===== src/rtl/keccak_round_controller_if.sv =====
// keccak_round_controller_if: request, round-step and completion signals between SHAKE control and the permutation sequencer
interface keccak_round_controller_if;
  logic       start_valid;
  logic       start_ready;
  logic       load_en;
  logic       round_en;
  logic [4:0] round_num;
  logic       last_round;
  logic       stall;
  logic       abort;
  logic       done_valid;
  logic       done_ready;
  logic       busy;
  modport master (
    output start_valid, stall, abort, done_ready,
    input  start_ready, load_en, round_en, round_num, last_round, done_valid, busy
  );
  modport slave (
    input  start_valid, stall, abort, done_ready,
    output start_ready, load_en, round_en, round_num, last_round, done_valid, busy
  );
endinterface


===== src/rtl/keccak_round_controller.sv =====
// keccak_round_controller: steps the Keccak-f[1600] round index from request acceptance through completion handshake
module keccak_round_controller #(
  parameter int NUM_ROUNDS       = 24,
  parameter int ROUNDS_PER_CYCLE = 1
) (
  input logic                      clk,
  input logic                      rst_n,
  keccak_round_controller_if.slave bus
);
  localparam logic [4:0] LAST = 5'(NUM_ROUNDS - ROUNDS_PER_CYCLE);
  localparam logic [4:0] STEP = 5'(ROUNDS_PER_CYCLE);
  typedef enum logic [1:0] {IDLE = 2'd0, ROUND = 2'd1, DONE = 2'd2} state_t;
  state_t     state_q, state_d;
  logic [4:0] round_q, round_d;
  always_ff @(posedge clk or negedge rst_n) begin
    if (!rst_n) begin
      state_q <= IDLE;
      round_q <= '0;
    end else begin
      state_q <= state_d;
      round_q <= round_d;
    end
  end
  // abort wins over everything; the unused encoding falls back to IDLE
  always_comb begin
    state_d = state_q;
    round_d = round_q;
    if (bus.abort) begin
      state_d = IDLE;
      round_d = '0;
    end else begin
      case (state_q)
        IDLE: if (bus.start_valid) begin
          state_d = ROUND;
          round_d = '0;
        end
        ROUND: if (!bus.stall) begin
          state_d = (round_q == LAST) ? DONE : ROUND;
          round_d = (round_q == LAST) ? 5'd0 : round_q + STEP;
        end
        DONE: state_d = bus.done_ready ? IDLE : DONE;
        default: begin
          state_d = IDLE;
          round_d = '0;
        end
      endcase
    end
  end
  always_comb begin
    bus.start_ready = (state_q == IDLE) && !bus.abort;
    bus.load_en     = bus.start_ready && bus.start_valid;
    bus.round_en    = (state_q == ROUND) && !bus.stall && !bus.abort;
    bus.last_round  = bus.round_en && (round_q == LAST);
    bus.done_valid  = state_q == DONE;
    bus.busy        = state_q != IDLE;
    bus.round_num   = round_q;
  end
endmodule


===== src/flat_wrapper.sv =====
// flat-port wrapper written by rule: the top's interface ports become plain ports
module keccak_round_controller_flat 
#(
  parameter int NUM_ROUNDS       = 24,
  parameter int ROUNDS_PER_CYCLE = 1
)
  (clk, rst_n, bus_start_valid, bus_stall, bus_abort, bus_done_ready, bus_start_ready, bus_load_en, bus_round_en, bus_round_num, bus_last_round, bus_done_valid, bus_busy);
  keccak_round_controller_if bus_i ();
  input logic clk;
  input logic rst_n;
  input wire logic [$bits(bus_i.start_valid)-1:0] bus_start_valid;
  input wire logic [$bits(bus_i.stall)-1:0] bus_stall;
  input wire logic [$bits(bus_i.abort)-1:0] bus_abort;
  input wire logic [$bits(bus_i.done_ready)-1:0] bus_done_ready;
  output wire logic [$bits(bus_i.start_ready)-1:0] bus_start_ready;
  output wire logic [$bits(bus_i.load_en)-1:0] bus_load_en;
  output wire logic [$bits(bus_i.round_en)-1:0] bus_round_en;
  output wire logic [$bits(bus_i.round_num)-1:0] bus_round_num;
  output wire logic [$bits(bus_i.last_round)-1:0] bus_last_round;
  output wire logic [$bits(bus_i.done_valid)-1:0] bus_done_valid;
  output wire logic [$bits(bus_i.busy)-1:0] bus_busy;
  assign bus_i.start_valid = bus_start_valid;
  assign bus_i.stall = bus_stall;
  assign bus_i.abort = bus_abort;
  assign bus_i.done_ready = bus_done_ready;
  assign bus_start_ready = bus_i.start_ready;
  assign bus_load_en = bus_i.load_en;
  assign bus_round_en = bus_i.round_en;
  assign bus_round_num = bus_i.round_num;
  assign bus_last_round = bus_i.last_round;
  assign bus_done_valid = bus_i.done_valid;
  assign bus_busy = bus_i.busy;
  keccak_round_controller #(.NUM_ROUNDS(NUM_ROUNDS), .ROUNDS_PER_CYCLE(ROUNDS_PER_CYCLE)) u_core (.clk(clk), .rst_n(rst_n), .bus(bus_i));
endmodule

===== config.mk =====
export PLATFORM = sky130hd
export DESIGN_NAME = keccak_round_controller_flat
export DESIGN_NICKNAME = d
export VERILOG_FILES = /design/src/rtl/keccak_round_controller_if.sv /design/src/rtl/keccak_round_controller.sv /design/src/flat_wrapper.sv
export SDC_FILE = /design/constraint.sdc
export NUM_CORES = 1
export LEC_CHECK = 0
export ABC_AREA = 1
export CAP_MARGIN = 20
export CORE_AREA = 2 2 39 41
export CTS_CLUSTER_DIAMETER = 100
export DETAILED_ROUTE_END_ITERATION = 8
export DIE_AREA = 0 0 41 43
export HOLD_SLACK_MARGIN = 0.1
export PLACE_DENSITY = 0.75
export SYNTH_ARGS = -nofsm -noshare
export SYNTH_HDL_FRONTEND = slang
export SYNTH_SLANG_ARGS = --single-unit

===== constraint.sdc =====
create_clock -name clk -period 1.3 [get_ports clk]
set_input_delay 0.195 -clock clk [delete_from_list [all_inputs] [get_ports clk]]
set_output_delay 0.195 -clock clk [all_outputs]
set_load 0.005 [all_outputs]

== Word-level counts from Yosys, hierarchy flattened ==
Cells that the tools add are included.

* Flip-flop bits (word level): 7
* Input port bits: 6
* Output and inout port bits: 11
* Word-level logic and storage cells: 31

* $add $sub $neg: 1
* Equality and inequality tests: 6
* Multiplexer cells: 11
* Reduce and logical (&&, ||, !) cells: 11

{| class="wikitable"
|+ Operators by type and width
! operator !! count
|-
| 5-bit 2-to-1 mux || 4
|-
| 5-bit one-hot mux with 3 select lines || 1
|-
| 2-bit 2-to-1 mux || 5
|-
| 3-bit inequality test (second input constant) || 2
|-
| 2-bit one-hot mux with 3 select lines || 1
|-
| 5-bit by 1-bit adder with 5-bit output (second input constant) || 1
|-
| 5-bit equality test (second input constant) || 1
|-
| 1-bit logical AND || 5
|-
| 3-bit AND reduction || 1
|-
| 2-bit by 1-bit equality test with 1-bit output (second input constant) || 1
|-
| 2-bit equality test (second input constant) || 1
|-
| 1-bit zero test || 2
|-
| 2-bit zero test || 1
|-
| 2-bit inequality test (second input constant) || 1
|-
| 2-bit AND reduction || 1
|-
| 2-bit nonzero test || 1
|}

== Depth between registers and ports, before layout ==
* Depth in word-level cells: 5
* Gate-level depth with buffers: 7
* Gate-level depth less buffers: 7

== Worst setup path before layout ==
Ideal clock, no wire load.

* Path type: reg-to-reg
* From: register u_core.round_q[0] (netlist: u_core.bus.round_num[0])
* To: register u_core.round_q[3] (netlist: u_core.bus.round_num[3])
* Setup time: 0.117 ns
* Arrival time: 1.018 ns
* Required time: 1.183 ns
* Setup slack: 0.165 ns
* Cell stages (with the launch flop): 7
* Buffers on the path: 0
* Clock period less this slack: 1.135 ns
* Cells stage by stage: dfrtp_1 -> ha_1 -> nand2_1 -> nor3_1 -> nor2_1 -> nand3_1 -> nand2_1

* Cells in the longest elaborated chain, start to end: 5
* Elaborated cells between the ends (all ways): 6
* Classes of those cells: add/sub: 1; eq/ne: 1; mux: 4

{| class="wikitable"
|+ RTL lines
! item !! line !! RTL
|-
| from (decl) || keccak_round_controller.sv:14 || <nowiki>logic [4:0] round_q, round_d;</nowiki>
|-
| from (signal assigned) || keccak_round_controller.sv:21 || <nowiki>round_q <= round_d;</nowiki>
|-
| 5-bit by 1-bit adder with 5-bit output or 5-bit equality test (tied branches) || keccak_round_controller.sv:39 || <nowiki>round_d = (round_q == LAST) ? 5'd0 : round_q + STEP;</nowiki>
|-
| 5-bit 2-to-1 mux (*) || keccak_round_controller.sv:39 ||
|-
| 5-bit 2-to-1 mux (*) || keccak_round_controller.sv:37 || <nowiki>ROUND: if (!bus.stall) begin</nowiki>
|-
| 5-bit one-hot mux with 3 select lines (*) || keccak_round_controller.sv:32 || <nowiki>case (state_q)</nowiki>
|-
| 5-bit 2-to-1 mux (*) || keccak_round_controller.sv:28 || <nowiki>if (bus.abort) begin</nowiki>
|}

Mark *: on every way between the ends. The rest lies on a longest branch, timed or not. The select of a mux whose other input is x is not followed.
A chain may end at the register's enable or synchronous reset.

== Final worst setup path ==
* From: register u_core.round_q[1] (netlist: u_core.bus.round_num[1])
* To: output bus_last_round

* Cells in the longest elaborated chain, start to end: 2

{| class="wikitable"
|+ RTL lines
! item !! line !! RTL
|-
| 5-bit equality test || keccak_round_controller.sv:53 || <nowiki>bus.last_round = bus.round_en && (round_q == LAST);</nowiki>
|-
| 1-bit logical AND || keccak_round_controller.sv:53 ||
|-
| to (decl) || flat_wrapper.sv:19 || <nowiki>output wire logic [$bits(bus_i.last_round)-1:0] bus_last_round;</nowiki>
|}

No other way between the ends.

==> out/metrics.yaml <==
status: "finished, violations left"
violations: "negative setup slack"
postCtsHoldBufs: 0
grtUsageTotal_pct: 19.1
synth_top_area_share_pct: 36.6
wl_met3_um: 70
worstMarginPinSlew_ns: 0.318
worstHoldPathType: "primary input to asynchronous set/reset pin"
port_buffers: 16
synth_flop_cell: "dfrtp_1"
synth_edf_count: 0
grt_overflow: 0
cts_sinks: 7
die_h_um: 43
antenna_found_initial: 0
grt_pass1_wl_um: 2210
synthArstFlopShare_pct: 100
synth_largest_area_cell: "dfrtp_1"
p_leak_nw: 0.511
start_kind: "flop"
ys_ff_latch: 7
syn-num-nets: 77
power_frac_comb_pct: 40.0
cp.arrival_ns: 1.21
yosysWarnings: 0
drv_cap: 0
finalHoldViolations: 0
p_int_mw: 0.494
worstPathMaxFanout: 2
max_slew_margin_pct: 78.8
p_per_area_mw_per_mm2: 756
setup_viol: 4
drive_gt1_share_pct: 47.4
cts_buffers: 3
grt_max_degree: 8
pwr-share-seq_pct: 33.7
grt_pass1_vias: 526
pwr-share-clk_pct: 26.4
syn_to_final_growth_pct: 96.9
fin_nets: 122
drt-vias-per-instance: 4.88
synth_cell_types: 19
yosysSeqAreaShare_pct: 36.6
max_freq_ghz: 0.714
clk_latency_ns: 0.24
rows: 14
wl_per_cell_um: 12.5
finalCriticalPeriod_ns: 1.40
die_area_mm2: 0.00176
finalMaxSlewViolations: 0
synth_common_cells: "nand2_1, nor2_1, dfrtp_1, inv_1, nand3_1"
die_w_um: 41
synth_area_um2: 479
skew_ns: 0.000999
ios: 17
seqCellArea_um2: 175
drt_pass1_iterations: 4
rsz0062_at_grt: "yes"
route.met2.wl_um: 827
finalWorstSetupSlack_ns: -0.101
critical_path_class: "flop to output pin"
dr.max_layer_used: "met4"
p_sw_share_pct: 30.7
synth_cells: 70
total_power_mw: 0.713
switching_power_mw: 0.219
drt_iter0_drc: 15
end_kind: "output pin"
clk_pin_slew_ns: 0.05
max-vdd-ir-drop_mv: 0.700
via_count: 635
postSynthAreaPerCell_um2: 6.85
hold_slack_ns: 0.209
yosys.cell_count.top_type: "nand2_1"
core_mm2: 0.00138
worstPathRequired_ns: 1.11
tritoncts: "built"
fillers: 112
start_util_pct: 34.6
fin_crit_sh_pct: 108
ant_nets: 0
multiInputGateArea_um2: 359
cts_root_buffer: "clkbuf_4"
clockBufferDepth: 2
drc: 0
dp_hpwl_um: 1000
drt-total-wl_um: 1630
place_congestion: 0.845
wl_met1_um: 655
diodes: 0
htreeDepth: 1
synth_area_leaders: "dfrtp_1, nand2_1, nor2_1"
[flip-flops by register name (all words and copies together) (netlist names)]
name                  count
u_core.bus.round_num      5
u_core.state_q            2
[worst max-delay path, stage by stage, from the launching register on]
cell and delay [ns]:
dfrtp_1 0.35, ha_2 0.18, nand4_1 0.14, nor3_2 0.17, buf_2 0.13
[power groups by stage]
stage                     sequential [mW]  combinational [mW]  clock, mW
after CTS                           0.240               0.238      0.197
final                               0.240               0.285      0.188
after detailed placement            0.243               0.226          0
after global routing                0.242               0.310      0.210
after global placement              0.242               0.223          0
after floorplan                     0.247              0.0879          0
[timing repair]
item                                    in CTS  in global routing
pin swaps                                    7                 15
setup buffers                                9                  3
resized for setup                           35                 21
gates cloned                                 0                  0
hold endpoints to repair                     0                  0
endpoints found under the setup margin      11                 12
[metrics by stage]
step	area (um2)	setup slack, ns	util [%]	setup TNS, ns	cells
after floorplan	479	0.165	-	0	70
after global placement	795	-0.370	57.4	-1.99	120
after detailed placement	795	-0.387	57.4	-2.23	120
after CTS	862	-0.105	62.3	-0.198	131
after global routing	943	-0.169	68.2	-0.568	130
final	943	-0.101	68.2	-0.208	130
[cell type report]
class                   count  area share (%)
well taps                  16            2.12
repair buffers             40            34.9
clock buffers               4            2.79
flip-flops and latches      7            18.6
inverters                   9            3.58
multi-input cells          54            38.1
[routing by layer]
metal,GRT usage (%),vias up
li1,-,315
met4,10.0,0
met5,0,-
met1,24.4,286
met2,29.1,26
met3,3.66,8
[final timing paths]
check                                               startpoint                                   to  slack, ns  cells after the start
max                        u_core.bus.round_num[1]$_DFFE_PN0P_                       bus_last_round      -0.10                      4
min                                                      rst_n  u_core.bus.round_num[3]$_DFFE_PN0P_       0.21                      1
max reg2reg                      u_core.state_q[1]$_DFFE_PN0P_  u_core.bus.round_num[4]$_DFFE_PN0P_          0                      9
min reg2reg                u_core.bus.round_num[1]$_DFFE_PN0P_  u_core.bus.round_num[1]$_DFFE_PN0P_       0.60                      3
max in group asynchronous                                rst_n        u_core.state_q[1]$_DFFE_PN0P_       0.85                      1
min in group clk           u_core.bus.round_num[1]$_DFFE_PN0P_  u_core.bus.round_num[1]$_DFFE_PN0P_       0.60                      3
[cells in the final DEF, fill, tap and decap left out]
| cell type | Yosys | final |
|---|---|---|
| nor2_2 | 1 | 2 |
| and3_1 | 1 | 1 |
| nand4_1 | 2 | 2 |
| nor2_4 | 1 | 3 |
| buf_4 | 0 | 19 |
| nand2_1 | 21 | 18 |
| o21ai_0 | 1 | 1 |
| nand2_4 | 0 | 3 |
| buf_2 | 0 | 5 |
| nand3_2 | 2 | 2 |
| inv_1 | 7 | 6 |
| a21oi_1 | 1 | 1 |
| ha_2 | 0 | 1 |
| clkdlybuf4s50_1 | 0 | 5 |
| nand3b_1 | 1 | 1 |
| nor3_1 | 4 | 1 |
| nand2_2 | 2 | 2 |
| xor2_1 | 1 | 1 |
| nand3_4 | 0 | 2 |
| nand3_1 | 5 | 3 |
| dfrtp_1 | 7 | 7 |
| clkbuf_1 | 0 | 1 |
| nor3_4 | 0 | 1 |
| o21ai_1 | 1 | 1 |
| nor2_1 | 9 | 6 |
| clkbuf_4 | 0 | 3 |
| dlygate4sd2_1 | 0 | 5 |
| inv_2 | 2 | 3 |
| buf_6 | 0 | 6 |
| nor3_2 | 0 | 2 |
[cells by family (layout without fill, tap and decap cells)]
family	count (synthesis)	count (layout)	synth area share, %
and+or+nand+nor	49	49	48.8
buffers and inverters	9	53	7.05
DFF	7	7	36.6
AOI/OAI and AO/OA	3	3	3.13
adders and majority gates	1	1	2.61
xor gates and xnor gates	1	1	1.83
Note: power is estimated with default switching activity, not from simulation.
